### src/rtl/maxpool_collect_buf.sv
// -----------------------------------------------------------------------------
// maxpool_collect_buf
//
// Purpose:
//   Collects pooled values, written one word at a time by address, into a
//   frame buffer of N = NUM_CH*OUT_HW words. A frame is closed by a write
//   carrying in_last. The closed frame is then presented on out_data until the
//   consumer accepts it with out_ready.
//   in_value lags its in_valid/in_addr/in_last qualifiers by DLY cycles. The
//   qualifiers are therefore delayed internally so that they line up with the
//   data they describe.
//
// Configuration:
//   MAXPOOL_PINGPONG_EN
//     Defined:   two banks. One bank can fill while the other waits for the
//                consumer.
//     Undefined: one bank is both the write bank and the read bank. Writes
//                that arrive while it is FULL are dropped. Writing resumes in
//                the cycle after the consumer accepts the frame.
//
// Parameters:
//   MAX_BW  width of one pooled value
//   NUM_CH  channels per frame
//   OUT_HW  pooled positions per channel
//   DLY     cycles by which in_value lags the qualifiers (0..8)
//
// Ports:
//   clk        clock, rising edge
//   reset_n    asynchronous active-low reset
//   in_valid   qualifies in_addr/in_last this cycle
//   in_addr    word slot 0..N-1 (larger values are flagged on err_addr)
//   in_last    final write of a frame
//   in_value   pooled value, DLY cycles after its in_valid
//   out_valid  a complete frame is on out_data
//   out_ready  consumer accepts the frame when high together with out_valid
//   out_data   packed frame; slot k at [k*MAX_BW +: MAX_BW]; zero when idle
//   err_addr   sticky: an out-of-range address was seen
//   err_ovf    sticky: a write was dropped because no bank was free
//   frame_cnt  frames accepted by the consumer, modulo 2^16
// -----------------------------------------------------------------------------
module maxpool_collect_buf #(
   parameter  int MAX_BW = 8,
   parameter  int NUM_CH = 4,
   parameter  int OUT_HW = 4,
   parameter  int DLY    = 5,
   localparam int N      = NUM_CH * OUT_HW,
   localparam int AW     = (N > 1) ? $clog2(N) : 1
) (
   input  logic                clk,
   input  logic                reset_n,
   input  logic                in_valid,
   input  logic [AW-1:0]       in_addr,
   input  logic                in_last,
   input  logic [MAX_BW-1:0]   in_value,
   output logic                out_valid,
   input  logic                out_ready,
   output logic [N*MAX_BW-1:0] out_data,
   output logic                err_addr,
   output logic                err_ovf,
   output logic [15:0]         frame_cnt
);

`ifdef MAXPOOL_PINGPONG_EN
   localparam bit PINGPONG = 1'b1;
`else
   localparam bit PINGPONG = 1'b0;
`endif

   localparam logic [AW:0] NLIM = (AW+1)'(N);

   typedef enum logic [1:0] {
      EMPTY = 2'd0,
      FILL  = 2'd1,
      FULL  = 2'd2
   } bankState_t;

   logic          wValid;
   logic [AW-1:0] wAddr;
   logic          wLast;

   // ---- qualifier delay pipeline: realigns valid/addr/last with in_value ----
   generate
      if (DLY == 0) begin : gNoDly
         assign wValid = in_valid;
         assign wAddr  = in_addr;
         assign wLast  = in_last;
      end else begin : gDly
         logic          validPipe [DLY];
         logic [AW-1:0] addrPipe  [DLY];
         logic          lastPipe  [DLY];

         always_ff @(posedge clk or negedge reset_n) begin
            if (!reset_n) begin
               for (int i = 0; i < DLY; i++) begin
                  validPipe[i] <= 1'b0;
                  addrPipe[i]  <= '0;
                  lastPipe[i]  <= 1'b0;
               end
            end else begin
               validPipe[0] <= in_valid;
               addrPipe[0]  <= in_addr;
               lastPipe[0]  <= in_last;
               for (int i = 1; i < DLY; i++) begin
                  validPipe[i] <= validPipe[i-1];
                  addrPipe[i]  <= addrPipe[i-1];
                  lastPipe[i]  <= lastPipe[i-1];
               end
            end
         end

         assign wValid = validPipe[DLY-1];
         assign wAddr  = addrPipe[DLY-1];
         assign wLast  = lastPipe[DLY-1];
      end
   endgenerate

   // ---- bank control: write/release decisions and next bank states ----
   // Two state slots are always declared. In single-bank builds both pointers
   // stay at 0, so slot 1 never leaves EMPTY and its storage is never written.
   bankState_t        bankState [2];
   bankState_t        bankNext  [2];
   logic              wrPtr, rdPtr;
   logic              wrPtrNext, rdPtrNext;
   logic [MAX_BW-1:0] mem [2][N];

   logic inRange;
   logic relBank;
   logic acceptWr;
   logic dropWr;

   assign out_valid = (bankState[rdPtr] == FULL);

   always_comb begin
      inRange   = ({1'b0, wAddr} < NLIM);
      relBank   = out_valid && out_ready;
      // A FULL write bank may still take the write if it is being released
      // in this same cycle. That can only happen with two banks. A single
      // bank holds writes off until the cycle after the handshake.
      acceptWr  = wValid && ((bankState[wrPtr] != FULL) ||
                             (PINGPONG && relBank && (rdPtr == wrPtr)));
      dropWr    = wValid && !acceptWr;
      bankNext  = bankState;
      wrPtrNext = wrPtr;
      rdPtrNext = rdPtr;

      if (relBank) begin
         bankNext[rdPtr] = EMPTY;
         rdPtrNext       = PINGPONG ? ~rdPtr : 1'b0;
      end

      // The write is applied after the release, so a bank that is reused in
      // the same cycle ends up in FILL or FULL rather than EMPTY.
      if (acceptWr) begin
         if (wLast) begin
            // The frame closes even if this last write was out of range.
            bankNext[wrPtr] = FULL;
            wrPtrNext       = PINGPONG ? ~wrPtr : 1'b0;
         end else if (inRange) begin
            bankNext[wrPtr] = FILL;
         end
      end
   end

   always_ff @(posedge clk or negedge reset_n) begin
      if (!reset_n) begin
         bankState[0] <= EMPTY;
         bankState[1] <= EMPTY;
         wrPtr        <= 1'b0;
         rdPtr        <= 1'b0;
         err_addr     <= 1'b0;
         err_ovf      <= 1'b0;
         frame_cnt    <= 16'd0;
      end else begin
         bankState[0] <= bankNext[0];
         bankState[1] <= bankNext[1];
         wrPtr        <= wrPtrNext;
         rdPtr        <= rdPtrNext;
         if (wValid && !inRange) begin
            err_addr <= 1'b1;
         end
         if (dropWr) begin
            err_ovf <= 1'b1;
         end
         if (relBank) begin
            frame_cnt <= frame_cnt + 16'd1;
         end
      end
   end

   // ---- bank storage: not reset, and never cleared when a bank is reused ----
   always_ff @(posedge clk) begin
      if (acceptWr && inRange) begin
         mem[wrPtr][wAddr] <= in_value;
      end
   end

   // ---- output: the read bank's contents, forced to zero when not valid ----
   always_comb begin
      out_data = '0;
      if (out_valid) begin
         for (int k = 0; k < N; k++) begin
            out_data[k*MAX_BW +: MAX_BW] = mem[rdPtr][k];
         end
      end
   end

endmodule
### config.mk
export PLATFORM = sky130hd
export DESIGN_NAME = maxpool_collect_buf
export DESIGN_NICKNAME = d
export VERILOG_FILES = /design/src/rtl/maxpool_collect_buf.sv
export SDC_FILE = /design/constraint.sdc
export NUM_CORES = 1
export LEC_CHECK = 0
export ABC_AREA = 0
export CORE_MARGIN = 2
export CORE_UTILIZATION = 40
export CTS_BUF_LIST = sky130_fd_sc_hd__clkbuf_2 sky130_fd_sc_hd__clkbuf_4 sky130_fd_sc_hd__clkbuf_8
export DETAILED_ROUTE_END_ITERATION = 12
export DONT_BUFFER_PORTS = 1
export MAX_ROUTING_LAYER = met4
export PLACE_DENSITY = 0.52
export SLEW_MARGIN = 20
export SYNTH_ARGS = -nofsm -noshare
export SYNTH_HDL_FRONTEND = slang
export SYNTH_SLANG_ARGS = --single-unit
export TNS_END_PERCENT = 10
### constraint.sdc
create_clock -name clk -period 6.1 [get_ports clk]
set_input_delay 0.305 -clock clk [delete_from_list [all_inputs] [get_ports clk]]
set_output_delay 0.305 -clock clk [all_outputs]
set_load 0.02 [all_outputs]
==> results of run 1 <==
-- per-layer routing --
layer  global-route usage (%)  share of wire (%)  vias up
met1                     20.2                 44     1542
met3                     5.46                7.2       17
met5                        -                  0        -
li1                         -                  -     1408
met4                     6.57                1.9        0
met2                     23.3                 47      111
-- layout make-up --
type	count	area share, %
Clock buffer	23	4.19
Sequential cell	177	69.9
Multi-Input combinational cell	203	17.9
Timing Repair Buffer	18	2.66
Tap cell	216	3.73
Clock inverter	9	1.43
Inverter	3	0.155
-- synth_stat cells, drive strengths merged (3+ instances only) --
cell,n
and2,129
edfxtp,128
dfrtp,49
nor2,16
buf,12
xnor2,12
nand2,8
nand4,6
nor3,6
nand3,5
clkbuf,4
a21oi,3
inv,3
nand2b,3
xor2,3
-- worst max-delay path: stages (launching register included) --
cell	delay, ns
dfrtp_1	0.41
nand2b_1	0.22
inv_2	0.46
buf_4	0.59
and2_1	0.35
-- per-stage QoR --
step	std cells	area, um^2
final	649	7250
after global routing	649	7250
after CTS	649	7240
after detailed placement	601	6650
after global placement	601	6650
after floorplan	399	6450
-- registers in the layout (all words and copies together), names as in the netlist --
| register | count |
|---|---|
| gDly.validPipe | 4 |
| wLast | 1 |
| err_ovf | 1 |
| mem | 128 |
| gDly.addrPipe | 16 |
| gDly.lastPipe | 4 |
| wValid | 1 |
| wAddr | 4 |
| frame_cnt | 16 |
| bankState | 2 |
-- cell families after synthesis --
kind of cell	synth area share, %
compound gates	0.427
xor+xnor	2.04
fa+ha+maj	0.194
buf+inv	1.38
flops	78.6
mux	0.175
other cells	0.0582
simple gates	17.1
-- cells in the final DEF (no fill, tap or decap), types with 3 or more instances in the layout --
cell / netlist / final
a21oi_1: 3 / 3
clkbuf_8: 0 / 21
nand2b_1: 3 / 3
and2_1: 129 / 129
dlygate4sd3_1: 0 / 15
nand3_1: 5 / 5
edfxtp_1: 128 / 128
nor2_1: 15 / 15
dfrtp_1: 49 / 49
xor2_1: 3 / 3
nand2_1: 8 / 8
xnor2_1: 12 / 12
nand4_1: 4 / 4
nor3_2: 2 / 4
-- power groups by stage --
stage               combinational (mW)  sequential, mW  clock [mW]
global placement                 0.431            1.42           0
CTS                              0.476            1.39       0.836
floorplan                        0.400            1.41           0
detailed placement               0.442            1.42           0
finish                           0.466            1.39       0.809
global route                     0.503            1.40       0.882
-- path summary, 6_finish.rpt --
kind	endpoint	slack, ns	depth (start not counted)
worst min register to register	gDly.addrPipe[13]	0.35	0
worst max register to register	mem[0][119]	3.95	3
max in group asynchronous	err_ovf	5.53	2
worst min-delay path	frame_cnt[0]	0.15	2
worst max-delay path	out_data[2]	3.29	4
min in group asynchronous	frame_cnt[8]	0.34	2
==> results by group, run 1 <==
Critical path
  • Crit. End Element: output port
  • Worst path required time: 5.79 ns
  • Setup CP Type: register to output port
  • R2R Path Start: bankState[3]
  • Largest fanout on the critical path: 83
  • Critical Path AT: 2.51 ns
  • Crit start category: register
  • CP Launch Point: bankState[2]

Clock network
  • Htree depth: 4
  • Root Buffer Master: clkbuf_8
  • Post-CTS sizing: 0
  • Clk_lat worst skew: 0.45 ns
  • CTS tree: built
  • Setup Fix Bufs, Post-CTS: 0
  • CTS Buf Count: 17
  • # hold bufs at CTS: 16
  • CTS Buffer Depth: 2
  • Clock sinks: 177
  • Clk pin slew, worst setup/hold paths: 0.08 ns

Min path
  • Worst hold start: out_ready
  • Hold crit path type: input port to register

Synth
  • Syn_nets: 417
  • Main synth FF type: edfxtp_1
  • Post-synth EDFFs: 128
  • Mapped Area: 6450 um^2
  • Post-Syn Area per Cell: 16.2 um^2
  • Synth top area share: 59.6%
  • Register area share after synthesis: 78.6%
  • Synth Register Bits: 177
  • Synth unique cells: 31
  • Most area-consuming cells after synthesis: edfxtp_1, dfrtp_1, and2_1
  • Synth area leader: edfxtp_1
  • Yosys Warn Count: 0
  • Post-Syn Instances: 399
  • Asr flop ratio synth: 27.7%

Place
  • Detailed Place HPWL: 8.14 mm
  • Place WS: 3.68 ns
  • Placer Congestion: 0.695
  • Number of port buffers: 0

Final layout
  • Footprint of the multi-input gates: 1300 um^2
  • Layout cell share with drive strength beyond 1: 9.93%
  • Fill count: 1421
  • Layout area overhead: 12.5%
  • FF+latch area: 5070 um^2
  • Antenna diodes: 0
  • NumNets Final: 438
  • Final core occ: 45.8%

Drt
  • DRC viols: 0
  • WL final: 13.0 mm
  • Vias per cell: 4.74
  • Post-DRT Antenna Nets: 0
  • TritonRoute pass-1 iters: 4
  • Initial DRC Count: 222
  • Routed WL per cell: 20.1 um
  • Vias: 3078

STA
  • Final Max Tran Viols: 0
  • RSZ-0062 raised after global routing: false
  • Final Hold Vio Count: 0
  • Crit share post-route: 46.1%
  • Min cycle time layout: 2.81 ns
  • Slew HR: 28.3%
  • F_max: 0.356 GHz
  • Setup violators final: 0
  • Final worst slack: 3.29 ns
  • Setup TNS: 0 ns
  • WHS: 0.149 ns
  • Slew @ Worst Pin: 1.07 ns
  • Final Skew: 0.0134 ns

GRT
  • Global route overflow: 0
  • Wire length of the first global-routing pass: 18.3 mm
  • Vias in the first global route: 2990
  • Total GRT Usage: 15.9%
  • Initial antenna violation count: 0
  • Pin count of the biggest net entering global routing: 84

Power and ir drop
  • Combinational power share: 17.5%
  • Final Power: 2.67 mW
  • Worst vdd ir: 200 uV
  • Switching part of the total power: 30.4%
  • P_leak: 2.60 nW
  • Psw: 0.810 mW
  • Clock power share: 30.3%
  • Internal: 1.86 mW
  • Sequential share of power: 52.2%
  • Power Dens Cells: 368 nW/um^2

Floorplan
  • # IOs: 164
  • Die area: 17100 um^2
  • Row Count: 46
  • Core Area: 15800 um^2
  • DIE WIDTH: 131 um
  • Die Y-Extent: 131 um
  • Initial core utilization: 40.7%

Job
  • Max-Cap Viols: 0

Outcome
  • Status: finished clean
Note: power is estimated with default switching activity, not from simulation.
==> run 2: changes to the inputs <==
Clock period 6.1 ns to 2.9 ns, I/O delays scaled along.
==> results by group, run 2 (synthesis results as in run 1) <==
Critical path
  • Setup CP Type: register to output port
  • R2R Path Start: bankState[2]
  • Critical Path AT: 2.26 ns
  • Largest fanout on the critical path: 48
  • Slowest cell on the critical path: inv_2
  • CP peak stage delay: 0.48 ns
  • R2R depth: 4
  • Worst Path Buf+Inv: 2
  • FF-to-FF End: mem[0][91]
  • Crit start category: register
  • CP top delay family: buffers and inverters
  • Worst path required time: 2.76 ns
  • Critical path cell sequence: nand2b_1 -> inv_2 -> buf_4 -> and2_1
  • Crit. End Element: output port
  • Flop2flop setup slack: 0.89 ns

GRT
  • Pin count of the biggest net entering global routing: 58
  • Global route overflow: 0
  • Wire length of the first global-routing pass: 18.9 mm
  • Total GRT Usage: 16.4%
  • Vias in the first global route: 3038
  • Initial antenna violation count: 1

Floorplan
  • Row Count: 46
  • Initial core utilization: 40.7%
  • # IOs: 164
  • Die Y-Extent: 131 um
  • DIE WIDTH: 131 um
  • Core Area: 15800 um^2
  • Die area: 17100 um^2

Drt
  • DRC viols: 0
  • Initial DRC Count: 179
  • WL final: 13.4 mm
  • Vias per cell: 4.76
  • TritonRoute pass-1 iters: 4
  • Vias: 3119
  • Post-DRT Antenna Nets: 0
  • Routed WL per cell: 20.4 um

Place
  • Placed inst area: 6700 um^2
  • Number of port buffers: 0
  • Place WS: 0.923 ns
  • Placed cell count: 605
  • Detailed Place HPWL: 8.29 mm
  • Placer Congestion: 0.680

STA
  • Slew @ Worst Pin: 0.943 ns
  • Final Hold Vio Count: 0
  • Final Max Tran Viols: 0
  • Min cycle time layout: 2.41 ns
  • Setup violators final: 0
  • Final worst slack: 0.493 ns
  • F_max: 0.415 GHz
  • Setup TNS: 0 ns
  • RSZ-0062 raised after global routing: false
  • Crit share post-route: 83.0%
  • Slew HR: 36.9%
  • Final Skew: 0.0144 ns

Min path
  • Hold crit path type: input port to register
  • Hold Crit Depth: 3
  • Worst hold start: out_ready
  • Hold Path Sink: frame_cnt[2]

Clock network
  • Post-CTS sizing: 0
  • Clk_lat worst skew: 0.45 ns
  • CTS tree: built
  • Clock sinks: 177
  • Setup Fix Bufs, Post-CTS: 0
  • Htree depth: 4
  • # hold bufs at CTS: 17
  • Root Buffer Master: clkbuf_8
  • Clk pin slew, worst setup/hold paths: 0.09 ns
  • CTS Buf Count: 17
  • CTS Buffer Depth: 2

Final layout
  • Post-route insts no fill: 655
  • Top reg by flops: mem
  • Layout cell share with drive strength beyond 1: 10.3%
  • Max reg flops: 128
  • NumNets Final: 443
  • Commonest non-fill, non-tap cells in the layout: and2_1, edfxtp_1, dfrtp_1
  • Final core occ: 46.5%
  • Fill count: 1385
  • Regs by FF count: mem x128, frame_cnt x16, gDly.addrPipe x16
  • Layout area overhead: 14.2%
  • Fin area: 7360 um^2
  • Most common cell after layout, fill and taps aside: and2_1

Outcome
  • Status: finished clean

Job
  • Max-Cap Viols: 0

Power and ir drop
  • Worst vdd ir: 504 uV
  • P_leak: 2.65 nW
  • Power Dens Cells: 801 nW/um^2
==> run 2: worst register-to-register path, cell delays in order, from the launching register on <==
cell and delay [ns]:
dfrtp_1 0.40, nand2b_1 0.23, nand2_1 0.07, or3_1 0.40, nor2_1 0.54
==> run 2: layer usage <==
layer	track usage (%)	wire length, um	vias to the layer above
met4	4.82	144	0
met2	24.7	6260	122
met3	7.61	1170	14
met5	-	0	-
met1	20.0	5780	1559
li1	-	-	1424
==> run 2: through the flow <==
step / power [mW] / hold slack, ns
final: 5.90 / 0.160
after global placement: 3.90 / -0.149
after floorplan: 3.80 / -0.151
after global routing: 6.16 / 0.138
after detailed placement: 3.93 / -0.149
after CTS: 5.97 / 0.128
==> run 2: final cells by class <==
cell class	count	area [um^2]	share of cell area, %
clock inverter	14	235	3.19
sequential	177	5070	68.9
timing repair buffer	23	245	3.33
clock buffer	18	241	3.28
multi-input combinational	203	1290	17.5
antenna	1	2.50	0.0340
tap	216	270	3.67
inverter	3	11.3	0.153
==> run 2: report_power, final <==
part | internal, mW | total, mW | switching [mW]
Sequential | 2.81 | 2.93 | 0.122
Combinational | 0.243 | 1.00 | 0.759
Clock | 1.12 | 1.97 | 0.846
Total | 4.17 | 5.90 | 1.73
==> run 2: how the worst max path moves through the flow <==
stage                 start             to  cells after the start
3_3_place_gp   bankState[2]     mem[0][20]                      3
4_1_cts        bankState[2]  out_data[127]                      4
6_report       bankState[2]  out_data[113]                      4
3_5_place_dp   bankState[2]     mem[0][26]                      4
5_1_grt        bankState[2]  out_data[117]                      4
2_1_floorplan  bankState[2]    mem[0][120]                      4
==> run 3: changes to the inputs <==
Clock period 2.9 ns to 2.35 ns, I/O delays scaled along.
==> results by group, run 3 (synthesis results as in run 1) <==
STA
  • Setup TNS: 0 ns
  • RSZ-0062 raised after global routing: false
  • F_max: 0.471 GHz
  • Setup violators final: 0
  • Final Max Tran Viols: 0
  • Final Skew: 0.00746 ns
  • Final Hold Vio Count: 0
  • Final worst slack: 0.229 ns
  • Slew @ Worst Pin: 0.896 ns
  • Slew HR: 40.1%
  • Crit share post-route: 90.3%
  • Min cycle time layout: 2.12 ns

Clock network
  • CTS tree: built
  • Clk pin slew, worst setup/hold paths: 0.09 ns
  • Setup Fix Bufs, Post-CTS: 0
  • Clock sinks: 177
  • CTS Buffer Depth: 2
  • CTS Buf Count: 17
  • # hold bufs at CTS: 17
  • Htree depth: 4
  • Root Buffer Master: clkbuf_8
  • Clk_lat worst skew: 0.45 ns
  • Post-CTS sizing: 0

Drt
  • Routed WL per cell: 19.2 um
  • DRC viols: 0
  • Vias per cell: 4.72
  • Post-DRT Antenna Nets: 0
  • TritonRoute pass-1 iters: 6
  • Vias: 3139
  • Initial DRC Count: 156
  • WL final: 12.8 mm

Final layout
  • Final core occ: 46.2%
  • Post-route insts no fill: 665
  • Antenna diodes: 0
  • Regs by FF count: mem x128, frame_cnt x16, gDly.addrPipe x16
  • Commonest non-fill, non-tap cells in the layout: and2_1, edfxtp_1, dfrtp_1
  • Fill count: 1416
  • Layout cell share with drive strength beyond 1: 12.9%
  • NumNets Final: 454
  • Top reg by flops: mem
  • Max reg flops: 128
  • Layout area overhead: 13.5%
  • Most common cell after layout, fill and taps aside: and2_1
  • Fin area: 7310 um^2

Place
  • Placed cell count: 616
  • Placed inst area: 6770 um^2
  • Number of port buffers: 0
  • Place WS: 0.409 ns
  • Placer Congestion: 0.694
  • Detailed Place HPWL: 8.20 mm

GRT
  • Wire length of the first global-routing pass: 18.3 mm
  • Global route overflow: 0
  • Total GRT Usage: 15.7%
  • Vias in the first global route: 3058
  • Pin count of the biggest net entering global routing: 72
  • Initial antenna violation count: 0

Floorplan
  • Row Count: 46
  • Die Y-Extent: 131 um
  • Die area: 17100 um^2
  • DIE WIDTH: 131 um
  • # IOs: 164
  • Initial core utilization: 40.7%
  • Core Area: 15800 um^2

Critical path
  • Critical Path AT: 2.00 ns
  • CP peak stage delay: 0.45 ns
  • Critical path cell sequence: nand2b_1 -> inv_2 -> buf_4 -> and2_1
  • Crit. End Element: output port
  • Setup CP Type: register to output port
  • Crit start category: register
  • Worst path required time: 2.23 ns
  • Largest fanout on the critical path: 71
  • CP top delay family: simple AND/OR/NAND/NOR gates
  • Worst Path Buf+Inv: 2
  • Slowest cell on the critical path: buf_4

Power and ir drop
  • Power Dens Cells: 919 nW/um^2
  • P_leak: 2.65 nW
  • Worst vdd ir: 399 uV

Outcome
  • Status: finished clean

Job
  • Max-Cap Viols: 0

Min path
  • Hold crit path type: input port to register
[run 3: cell types whose count changed in the layout (fill, tap and decap cells not counted), moves of 2 or more]
cell / delta
clkinv_2: +3
bufinv_16: -5
clkinv_1: -2
inv_4: +3
buf_4: +12
[run 3: per-layer routing]
| metal | GRT usage, % | part of all wire [%] | up-vias |
|---|---|---|---|
| met5 | - | 0 | - |
| met4 | 6.88 | 2.1 | 0 |
| met3 | 5.42 | 6.8 | 18 |
| met2 | 23.6 | 46 | 112 |
| met1 | 19.5 | 45 | 1565 |
| li1 | - | - | 1444 |
[run 3: power by group]
group / switching, mW / internal, mW
Combinational: 0.927 / 0.290
Clock: 1.03 / 0.861
Sequential: 0.148 / 3.46
[run 3: path summary, 6_finish.rpt]
kind / startpoint / endpoint / slack, ns / cells past startpoint
hold / removal: out_ready / frame_cnt[2] / 0.1 / 3
setup / recovery: bankState[2] / out_data[11] / 0.23 / 4
hold reg to reg: gDly.addrPipe[18] / gDly.addrPipe[14] / 0.35 / 0
max in group asynchronous: reset_n / wAddr[2] / 1.96 / 2
setup reg to reg: bankState[2] / mem[0][92] / 0.41 / 4
min in group asynchronous: reset_n / frame_cnt[8] / 0.16 / 2
[run 3: final cells by class]
cell class                      instances  area, um^2  share of cell area, %
Tap cell                              216         270                   3.70
Timing Repair Buffer                   34         315                   4.31
Multi-Input combinational cell        203        1290                   17.6
Inverter                                3        11.3                  0.154
Clock buffer                           19         249                   3.40
Sequential cell                       177        5070                   69.3
Clock inverter                         13         110                   1.51
[run 3: worst min-delay path, stage by stage]
cell     delay (ns)
and3b_2        0.23
nand2_1        0.09
xnor2_1        0.06
[run 3: stage by stage]
stage | hold WS, ns | power, mW
after floorplan | -0.178 | 4.69
after global placement | -0.177 | 4.80
after detailed placement | -0.177 | 4.83
after CTS | 0.0849 | 6.81
after global routing | 0.0891 | 7.06
final | 0.0995 | 6.72
